===== config.mk =====
export PLATFORM = sky130hd
export DESIGN_NAME = div_seq
export DESIGN_NICKNAME = d
export VERILOG_FILES = /design/src/rtl/div_pkg.sv /design/src/rtl/div_step.sv /design/src/rtl/div_seq.sv
export SDC_FILE = /design/constraint.sdc
export NUM_CORES = 1
export LEC_CHECK = 0
export ABC_AREA = 1
export CORE_ASPECT_RATIO = 1.5
export CORE_MARGIN = 4
export CORE_UTILIZATION = 52
export DETAILED_ROUTE_END_ITERATION = 6
export PLACE_DENSITY = 0.89
export SKIP_LAST_GASP = 1
export SYNTH_ARGS = -nofsm -noshare
export SYNTH_HDL_FRONTEND = slang
export SYNTH_SLANG_ARGS = --single-unit

===== constraint.sdc =====
create_clock -name clock -period 2.3 [get_ports clock]
set_clock_uncertainty 0.15 [all_clocks]
set_input_delay 0.46 -clock clock [delete_from_list [all_inputs] [get_ports clock]]
set_output_delay 0.46 -clock clock [all_outputs]
set_load 0.01 [all_outputs]

===== src/rtl/div_pkg.sv =====
// Shared types and constants for the sequential signed divider.
// Used by div_seq and div_step; the remainder path is gated by DIV_SEQ_REMAINDER_EN.
package div_pkg;

  localparam int DIV_WIDTH = 32;
  localparam int DIV_STEPS = 32;
  localparam logic [DIV_WIDTH-1:0] DIV_INT_MIN = 32'h8000_0000;

  typedef enum logic [1:0] {
    IDLE = 2'd0,
    ITER = 2'd1,
    FIX  = 2'd2,
    DONE = 2'd3
  } div_state_t;

  // Per-operation facts decided at start and consumed at FIX.
  typedef struct packed {
    logic dz;
    logic ovf;
    logic neg_q;
  } div_flags_t;

  function automatic logic [DIV_WIDTH-1:0] neg2c(input logic [DIV_WIDTH-1:0] x);
    return ~x + DIV_WIDTH'(1);
  endfunction

  // INT_MIN maps onto itself, which reads correctly as the unsigned magnitude 2^31.
  function automatic logic [DIV_WIDTH-1:0] abs2c(input logic [DIV_WIDTH-1:0] x);
    return x[DIV_WIDTH-1] ? neg2c(x) : x;
  endfunction

endpackage


===== src/rtl/div_step.sv =====
// One combinational restoring-division step: shift in a dividend bit,
// trial-subtract the divisor over a 33-bit path, keep or restore.
module div_step #(
  parameter int W = 32
) (
  input  logic [W:0]   p_i,
  input  logic         msb_i,
  input  logic [W-1:0] divisor_i,
  output logic [W:0]   p_o,
  output logic         q_o
);

  logic [W:0] p_sh;
  logic [W:0] t;

  // P never exceeds the divisor, so p_i[W] is always clear; folding it into the
  // accept decision keeps the step well defined for any 33-bit P.
  always_comb begin
    p_sh = {p_i[W-1:0], msb_i};
    t    = p_sh - {1'b0, divisor_i};
    q_o  = ~t[W] | p_i[W];
    p_o  = q_o ? t : p_sh;
  end

endmodule


===== src/rtl/div_seq.sv =====
// Multicycle 32-bit signed restoring divider, one quotient bit per clock.
// Define DIV_SEQ_REMAINDER_EN to drive data_remainder; otherwise it is tied to 0.
module div_seq
  import div_pkg::*;
#(
  parameter int WIDTH = DIV_WIDTH
) (
  input  logic             clock,
  input  logic             reset,
  input  logic [WIDTH-1:0] data_operandA,
  input  logic [WIDTH-1:0] data_operandB,
  input  logic             ctrl_DIV,
  output logic [WIDTH-1:0] data_result,
  output logic [WIDTH-1:0] data_remainder,
  output logic             data_exception,
  output logic             data_resultRDY
);

  localparam int            CW   = $clog2(DIV_STEPS);
  localparam logic [CW-1:0] LAST = CW'(DIV_STEPS - 1);

  div_state_t       state_q;
  logic [CW-1:0]    count_q;
  logic [WIDTH-1:0] dvd_q;
  logic [WIDTH-1:0] dvs_q;
  logic [WIDTH:0]   p_q;
  logic [WIDTH:0]   p_nxt;
  logic             q_bit;
  div_flags_t       flg_q;
  div_flags_t       flg_d;
  logic [WIDTH-1:0] result_q;
  logic             exc_q;
  logic             rdy_q;
`ifdef DIV_SEQ_REMAINDER_EN
  logic             sgnr_q;
  logic [WIDTH-1:0] rem_q;
`endif

  always_comb begin
    flg_d.dz    = (data_operandB == '0);
    flg_d.ovf   = (data_operandA == DIV_INT_MIN) && (data_operandB == '1);
    flg_d.neg_q = data_operandA[WIDTH-1] ^ data_operandB[WIDTH-1];
  end

  div_step #(.W(WIDTH)) u_step (
    .p_i       (p_q),
    .msb_i     (dvd_q[WIDTH-1]),
    .divisor_i (dvs_q),
    .p_o       (p_nxt),
    .q_o       (q_bit)
  );

  always_ff @(posedge clock or negedge reset) begin
    if (!reset) begin
      state_q  <= IDLE;
      count_q  <= '0;
      dvd_q    <= '0;
      dvs_q    <= '0;
      p_q      <= '0;
      flg_q    <= '0;
      result_q <= '0;
      exc_q    <= 1'b0;
      rdy_q    <= 1'b0;
`ifdef DIV_SEQ_REMAINDER_EN
      sgnr_q   <= 1'b0;
      rem_q    <= '0;
`endif
    end else begin
      rdy_q <= 1'b0;
      unique case (state_q)
        IDLE, DONE: begin
          if (ctrl_DIV) begin
            flg_q   <= flg_d;
            exc_q   <= 1'b0;
            count_q <= '0;
            p_q     <= '0;
            dvs_q   <= abs2c(data_operandB);
            // Divide-by-zero parks the raw dividend here for the remainder and
            // borrows the FIX slot so RDY lands one edge after the start.
            dvd_q   <= flg_d.dz ? data_operandA : abs2c(data_operandA);
            state_q <= flg_d.dz ? FIX : ITER;
`ifdef DIV_SEQ_REMAINDER_EN
            sgnr_q  <= data_operandA[WIDTH-1];
`endif
          end else begin
            state_q <= IDLE;
          end
        end
        ITER: begin
          p_q     <= p_nxt;
          dvd_q   <= {dvd_q[WIDTH-2:0], q_bit};
          count_q <= count_q + CW'(1);
          if (count_q == LAST) state_q <= FIX;
        end
        FIX: begin
          rdy_q    <= 1'b1;
          exc_q    <= flg_q.dz | flg_q.ovf;
          result_q <= flg_q.dz    ? '0 :
                      flg_q.neg_q ? neg2c(dvd_q) : dvd_q;
`ifdef DIV_SEQ_REMAINDER_EN
          rem_q    <= flg_q.dz ? dvd_q :
                      sgnr_q   ? neg2c(p_q[WIDTH-1:0]) : p_q[WIDTH-1:0];
`endif
          state_q  <= DONE;
        end
        default: state_q <= IDLE;
      endcase
    end
  end

  assign data_result    = result_q;
  assign data_exception = exc_q;
  assign data_resultRDY = rdy_q;
`ifdef DIV_SEQ_REMAINDER_EN
  assign data_remainder = rem_q;
`else
  assign data_remainder = '0;
`endif

endmodule

Word-level counts from Yosys, hierarchy flattened
Cells that the tools add are included.
Widths: inputs -> output; s select.
{ "classes": {"n_addsub": 5, "n_eq_ne": 8, "muxes": 19, "bitwise_logic": 7, "n_reduce_logical": 9} }
{ "ops": {"columns": ["op", "count"], "rows": [
  ["$mux 32", 6],
  ["$add 32x1->32 const B", 3],
  ["$not 32->32", 3],
  ["$mux 33", 2],
  ["$pmux 33 s2", 1],
  ["$eq 32x32->1 const B", 2],
  ["$pmux 32 s2", 1],
  ["$sub 33x32->33", 1],
  ["$logic_not 32->1", 1],
  ["$pmux 5 s2", 1],
  ["$mux 2", 3],
  ["$pmux 2 s3", 1],
  ["$reduce_and 2->1", 3],
  ["$add 5x1->5 const B", 1],
  ["$eq 5x5->1 const B", 1],
  ["$mux 5", 1],
  ["$eq 2x2->1 const B", 2],
  ["$ne 2x2->1 const B", 2],
  ["$reduce_bool 2->1", 2],
  ["$eq 2x1->1 const B", 1],
  ["$logic_not 2->1", 1],
  ["$mux 1", 2],
  ["$or 1x1->1", 2],
  ["$pmux 1 s2", 1],
  ["4 further kinds", 4]
]} }
{ "totals": {"reg_bits": 141, "inputBits": 67, "output_inout_bits": 66} }

Longest topological paths before layout
{ "logic_depth": {"ltp_word": 6, "ltp_mapped": 18} }

By module
From an unflattened synthesis, not the netlist that was laid out.
{ "hier_totals": {"hier_cells": 1906, "hier_area_um2": 11992.8} }
{ "modules_own_cells": {"columns": ["module", "instances", "cells_each", "area_each_um2", "seq_area_each_um2"], "rows": [
  ["div_seq", 1, 1296, 9048.7, 3528.4],
  ["div_step", 1, 610, 2944.1, 0.0]
]} }

Worst setup path after synthesis
No wires, ideal clock.
{ "synth_timing": {"path_type": "register -> register", "from": "register dvd_q[31]", "to": "register dvd_q[0]", "arrival_time_ps": 2074, "t_required_ps": 2029, "path_slack_ps": -44, "stages_incl_launch_ff": 18, "period_less_slack_ps": 2344, "cell_sequence": "dfrtp_1 > inv_1 > ha_1 > inv_1 > fa_1 > nand2_1 > nand2_1 > nand3_1 > nand2_2 > nand2_2 > nand2_2 > nand2_2 > nand2_2 > nand2_1 > nand3_4 > buf_6 > o21ai_1 > nand2_1"} }
{ "synth_via": {"elab_chain_cells": 4} }
{ "synth_rtl": {"columns": ["element", "line", "rtl"], "rows": [
  ["from (decl)", "div_seq.sv:24", "logic [WIDTH-1:0] dvd_q;"],
  ["from (signal assigned)", "div_seq.sv:80", "dvd_q <= flg_d.dz ? data_operandA : abs2c(data_operandA);"],
  ["from (signal assigned)", "div_seq.sv:91", "dvd_q <= {dvd_q[WIDTH-2:0], q_bit};"],
  ["$sub 33x32->33", "div_step.sv:20", "t = p_sh - {1'b0, divisor_i};"],
  ["$not 1->1", "div_step.sv:21", "q_o = ~t[W] | p_i[W];"],
  ["$or 1x1->1", "div_step.sv:21", null],
  ["$pmux 32 s2", "div_seq.sv:70", "unique case (state_q)"]
]} }
No other way between the ends.
A chain may end at the register's enable or synchronous reset.

Worst setup path in the final report
{ "layout_timing": {"from": "register dvd_q[31]", "to": "register p_q[1]"} }
{ "layout_via": {"elab_chain_cells": 5} }
{ "layout_rtl": {"columns": ["element", "line", "rtl"], "rows": [
  ["$sub 33x32->33 *", "div_step.sv:20", null],
  ["$not 1->1", "div_step.sv:21", null],
  ["$or 1x1->1", "div_step.sv:21", null],
  ["$mux 33 *", "div_step.sv:22", "p_o = q_o ? t : p_sh;"],
  ["$pmux 33 s2 *", "div_seq.sv:70", null],
  ["to (signal assigned)", "div_seq.sv:90", "p_q <= p_nxt;"],
  ["to (decl)", "div_seq.sv:26", "logic [WIDTH:0] p_q;"]
]} }
Every way passes the cells marked *; elsewhere a longest branch is shown, timed or not.

==> results_tabular.tex <==
\begin{tabular}{lr}
\hline
Metric & Value \\
\hline
\multicolumn{2}{l}{\textbf{Logic synthesis}} \\
\quad Area fraction of the dominant cell type after synthesis & 30.2\% \\
\quad Dominant cells by area after synthesis & sky130\_fd\_sc\_hd\_\_dfrtp\_1 (30\%), sky130\_fd\_sc\_hd\_\_nand2\_1 (19\%), sky130\_fd\_sc\_hd\_\_inv\_1 (7.7\%) \\
\quad EDFF count, synth & 0 \\
\quad Predominant post-synthesis flop cell & sky130\_fd\_sc\_hd\_\_dfrtp\_1 \\
\quad Sequential fraction of the synthesis area & around 30\% \\
\quad Leading area contributor after synthesis & sky130\_fd\_sc\_hd\_\_dfrtp\_1 \\
\quad Yosys warning total & 0 \\
\quad Flop and latch count out of synthesis & 141 \\
\quad Synth Area per Inst & around 6.4 um\^{}2 \\
\quad Number of standard cells after synthesis & about 1,800 \\
\quad Share of synthesized registers carrying an async set or reset & between 90\% and 100\% \\
\quad Most instantiated library cell after synthesis & sky130\_fd\_sc\_hd\_\_nand2\_1 \\
\quad Number of library cell types mapped by synthesis & 51 \\
\quad Top cell types by occurrence after synthesis & sky130\_fd\_sc\_hd\_\_nand2\_1 (606), sky130\_fd\_sc\_hd\_\_inv\_1 (240), sky130\_fd\_sc\_hd\_\_nand3\_1 (171) \\
\quad Summed instance area of the synthesized netlist & roughly 12,000 um\^{}2 \\
\multicolumn{2}{l}{\textbf{Timing}} \\
\quad Slew at the pin with the worst max-slew slack & 666 ps \\
\quad Final number of hold-violating endpoints & 0 \\
\quad Setup TNS & -5630 ps \\
\quad Slew Limit Headroom & between 50\% and 60\% \\
\quad Fin worst setup slack & -218 ps \\
\quad RSZ-0062 raised after global routing & true \\
\quad Fmax & between 300 and 400 MHz \\
\quad Final worst-path cycle share & 109\% \\
\quad Crit path time final & roughly 2500 ps \\
\quad Final setup violation count & 34 \\
\quad Final slew viol count & 0 \\
\multicolumn{2}{l}{\textbf{Detailed routing}} \\
\quad Detailed-route via count & $\sim$13,000 \\
\quad Sum of routed wire length over all layers & between 40,000 and 50,000 um \\
\quad Avg WL per Cell & 17.1 um \\
\quad Detailed-route vias per instance & 5.58 \\
\quad Detailed router's first-iteration violation count & between 1,000 and 1,500 \\
\quad Number of detailed-routing iterations run before antenna repair & 7 \\
\quad DRC violations left & 2 \\
\quad Number of routed nets with antenna violations & 0 \\
\multicolumn{2}{l}{\textbf{Die}} \\
\quad Core Footprint & between 20,000 and 25,000 um\^{}2 \\
\quad Effective utilization at floorplan & a little over half \\
\quad Number of primary I/O pins & $\sim$130 \\
\quad Vertical die dimension & 192 um \\
\quad Area of the die & 25,000 um\^{}2 \\
\quad Width of the die & $\sim$130 um \\
\quad Total number of placement rows & 67 \\
\multicolumn{2}{l}{\textbf{Final layout}} \\
\quad Number of nets at the end of the flow & $\sim$2,200 \\
\quad Final non-filler cell area & about 15,000 um\^{}2 \\
\quad Antenna diodes & 0 \\
\quad Final cell utilization of the core & 69.6\% \\
\quad Multi-input logic area & about 7100 um\^{}2 \\
\quad Final-layout fill cell count & between 1,500 and 2,000 \\
\quad Layout cells sized above 1 & about 17\% \\
\quad Area added between synthesis and finish & 32.2\% \\
\quad Combined flip-flop and latch cell area & around 3500 um\^{}2 \\
\multicolumn{2}{l}{\textbf{Flow run}} \\
\quad Total of max-cap violations & 0 \\
\multicolumn{2}{l}{\textbf{CTS}} \\
\quad Clock root buffer master & sky130\_fd\_sc\_hd\_\_clkbuf\_16 \\
\quad H-tree levels & 4 \\
\quad Clock slew seen by the registers of the worst setup and hold paths & 70 ps \\
\quad Worst-skew pair later-pin latency & 450 ps \\
\quad Number of sinks on the clock net & between 100 and 150 \\
\quad TritonCTS clock tree & yes \\
\quad Maximum number of buffers from clock root to sink & 2 \\
\quad Total clock buffers created by CTS & 17 \\
\multicolumn{2}{l}{\textbf{Power}} \\
\quad Clk network pwr share & 11.2\% \\
\quad Peak supply drop & slightly below 900 uV \\
\quad Internal power & approximately 12 mW \\
\quad Combinational share of power & around 70\% \\
\quad Cell area power density & around 1600 nW/um\^{}2 \\
\quad Part of the total power dissipated in sequential elements & roughly a fifth \\
\quad Leakage power & roughly 8.3 nW \\
\quad NetSw & 11.9 mW \\
\quad Switching share of power & between 40\% and 50\% \\
\quad Overall power after layout & 24.2 mW \\
\multicolumn{2}{l}{\textbf{GRT}} \\
\quad First-pass GRT wire length & $\sim$65,000 um \\
\quad Largest net degree at the start of global routing & 56 \\
\quad Number of antenna violations at the first check in global routing & 0 \\
\quad Overflow after GRT & 0 \\
\quad Vias in the first global route & approximately 13,000 \\
\quad Global-route usage over all layers & between 30\% and 40\% \\
\multicolumn{2}{l}{\textbf{Worst setup path}} \\
\quad Category of the worst setup path launch point & register \\
\quad Cell occurring most often along the worst timing path & sky130\_fd\_sc\_hd\_\_nand2\_2 \\
\quad Setup Crit Path Kind & reg -> reg \\
\quad CP cell instances & inv\_2 -> ha\_4 -> inv\_2 -> fa\_2 -> nand2\_2 -> nand2\_2 -> nand3\_2 -> nand2\_2 -> nand2\_2 -> nand2\_2 -> nand2\_4 -> nand3\_4 -> nand2\_8 -> buf\_12 -> nand3\_1 -> nand3\_1 -> nand2\_1 \\
\quad Arrival time of the worst setup path & 2710 ps \\
\quad Slowest stage delay, CP & around 420 ps \\
\quad Maximum fanout encountered on the critical timing path & 10 \\
\quad Worst path slowest cell & sky130\_fd\_sc\_hd\_\_dfrtp\_1 \\
\quad Setup slack of the most critical reg-to-reg path & -220 ps \\
\quad Critical path data required time & about 2500 ps \\
\quad Critical Path End Type & register \\
\multicolumn{2}{l}{\textbf{Place}} \\
\quad Standard cell area after detailed placement & approximately 14,000 um\^{}2 \\
\quad DPL Wire Length & approximately 30,000 um \\
\quad Placer's final routability congestion estimate & 0.941 \\
\quad Input/output buffers & 100 \\
\multicolumn{2}{l}{\textbf{Outcome}} \\
\quad Violations in the final reports & DRC, setup timing \\
\quad Outcome & finished with violations \\
\multicolumn{2}{l}{\textbf{Worst hold path}} \\
\quad Classification of the worst-slack hold path & reg -> reg \\
\hline
\end{tabular}
## logic make-up after synthesis
| group | after synthesis | synth area share (%) |
|---|---|---|
| AO/OA/AOI/OAI | 216 | 9.90 |
| flip-flops | 141 | 30.2 |
| adder cells (fa/ha/maj) | 41 | 4.45 |
| buffers and inverters | 337 | 12.6 |
| other | 1 | 0.0321 |
| AND/OR/NAND/NOR | 1050 | 39.2 |
| XOR/XNOR | 49 | 3.67 |
## power groups by stage
stage | sequential (mW) | clock, mW | combinational (mW)
2_1_floorplan | 4.43 | 0 | 9.49
5_1_grt | 4.71 | 2.83 | 18.5
3_3_place_gp | 4.51 | 0 | 14.7
3_5_place_dp | 4.54 | 0 | 15.2
4_1_cts | 4.53 | 2.72 | 16.3
6_report | 4.59 | 2.72 | 16.9
## placed cells by master, fill, tap and decap left out, types with 19 or more instances in the layout
master,netlist,final
sky130_fd_sc_hd__a21oi_1,72,68
sky130_fd_sc_hd__buf_4,33,217
sky130_fd_sc_hd__clkdlybuf4s50_1,0,99
sky130_fd_sc_hd__conb_1,1,32
sky130_fd_sc_hd__dfrtp_1,141,141
sky130_fd_sc_hd__ha_1,40,33
sky130_fd_sc_hd__inv_1,240,233
sky130_fd_sc_hd__nand2_1,606,594
sky130_fd_sc_hd__nand2_2,12,19
sky130_fd_sc_hd__nand3_1,171,162
sky130_fd_sc_hd__nand3b_1,27,27
sky130_fd_sc_hd__nand4_1,20,20
sky130_fd_sc_hd__nor2_1,154,148
sky130_fd_sc_hd__o21ai_0,99,93
sky130_fd_sc_hd__xor2_1,31,31
## critical path: cells and delay by family, from the launching register on
| kind | cells | cell delay, ps |
|---|---|---|
| simple gates | 12 | 1070 |
| flops | 1 | 420 |
| buf+inv | 3 | 280 |
| fa+ha+maj | 2 | 460 |
## final cells by class
cell class / instances / area share [%]
Multi-Input combinational cell: 1390 / 46.1
Sequential cell: 141 / 22.8
Timing Repair Buffer: 335 / 19.3
Inverter: 246 / 5.97
Clock buffer: 20 / 2.89
Tap cell: 276 / 2.23
Clock inverter: 12 / 0.720
## per-stage QoR
step,hold slack [ps],instances,setup WS [ps]
after CTS,335,2412,-181
after global placement,315,2371,-470
after global routing,364,2420,-343
final,334,2420,-218
after floorplan,14.4,1866,33.2
after detailed placement,315,2371,-554
## flip-flops by register name, summed over array words and instances (netlist names)
| name | flops |
|---|---|
| p_q | 33 |
| data_result | 32 |
| dvd_q | 32 |
| dvs_q | 32 |
| count_q | 5 |
| flg_q | 3 |
| state_q | 2 |
| data_exception | 1 |
| data_resultRDY | 1 |
## per-layer routing
| layer | GRT usage, % | vias to the layer above | wire [um] |
|---|---|---|---|
| li1 | - | 6356 | - |
| met1 | 33.7 | 6192 | 14100 |
| met2 | 58.2 | 698 | 20800 |
| met3 | 5.95 | 252 | 2780 |
| met4 | 25.3 | 0 | 3730 |
| met5 | 0 | - | 0 |
## what timing repair did
action	CTS	global route
hold buffers	1	0
endpoints found under the hold margin	50	0
gates cloned	3	2
buffers inserted	6	8
pin swaps	32	18
endpoints found under the setup margin	55	61
gates resized for setup	26	52
## worst paths after layout
check | from | end | cells past startpoint
max | dvd_q[31]$_DFFE_PN0P_ | p_q[1]$_DFFE_PN0P_ | 17
min | data_result[29]$_DFFE_PN0P_ | data_result[29]$_DFFE_PN0P_ | 2
max reg2reg | dvd_q[31]$_DFFE_PN0P_ | p_q[1]$_DFFE_PN0P_ | 17
min reg2reg | data_result[29]$_DFFE_PN0P_ | data_result[29]$_DFFE_PN0P_ | 2
max in group asynchronous | reset | dvd_q[15]$_DFFE_PN0P_ | 3
min in group asynchronous | reset | dvs_q[9]$_DFFE_PN0P_ | 2
Power figures use the tool's default switching activity.
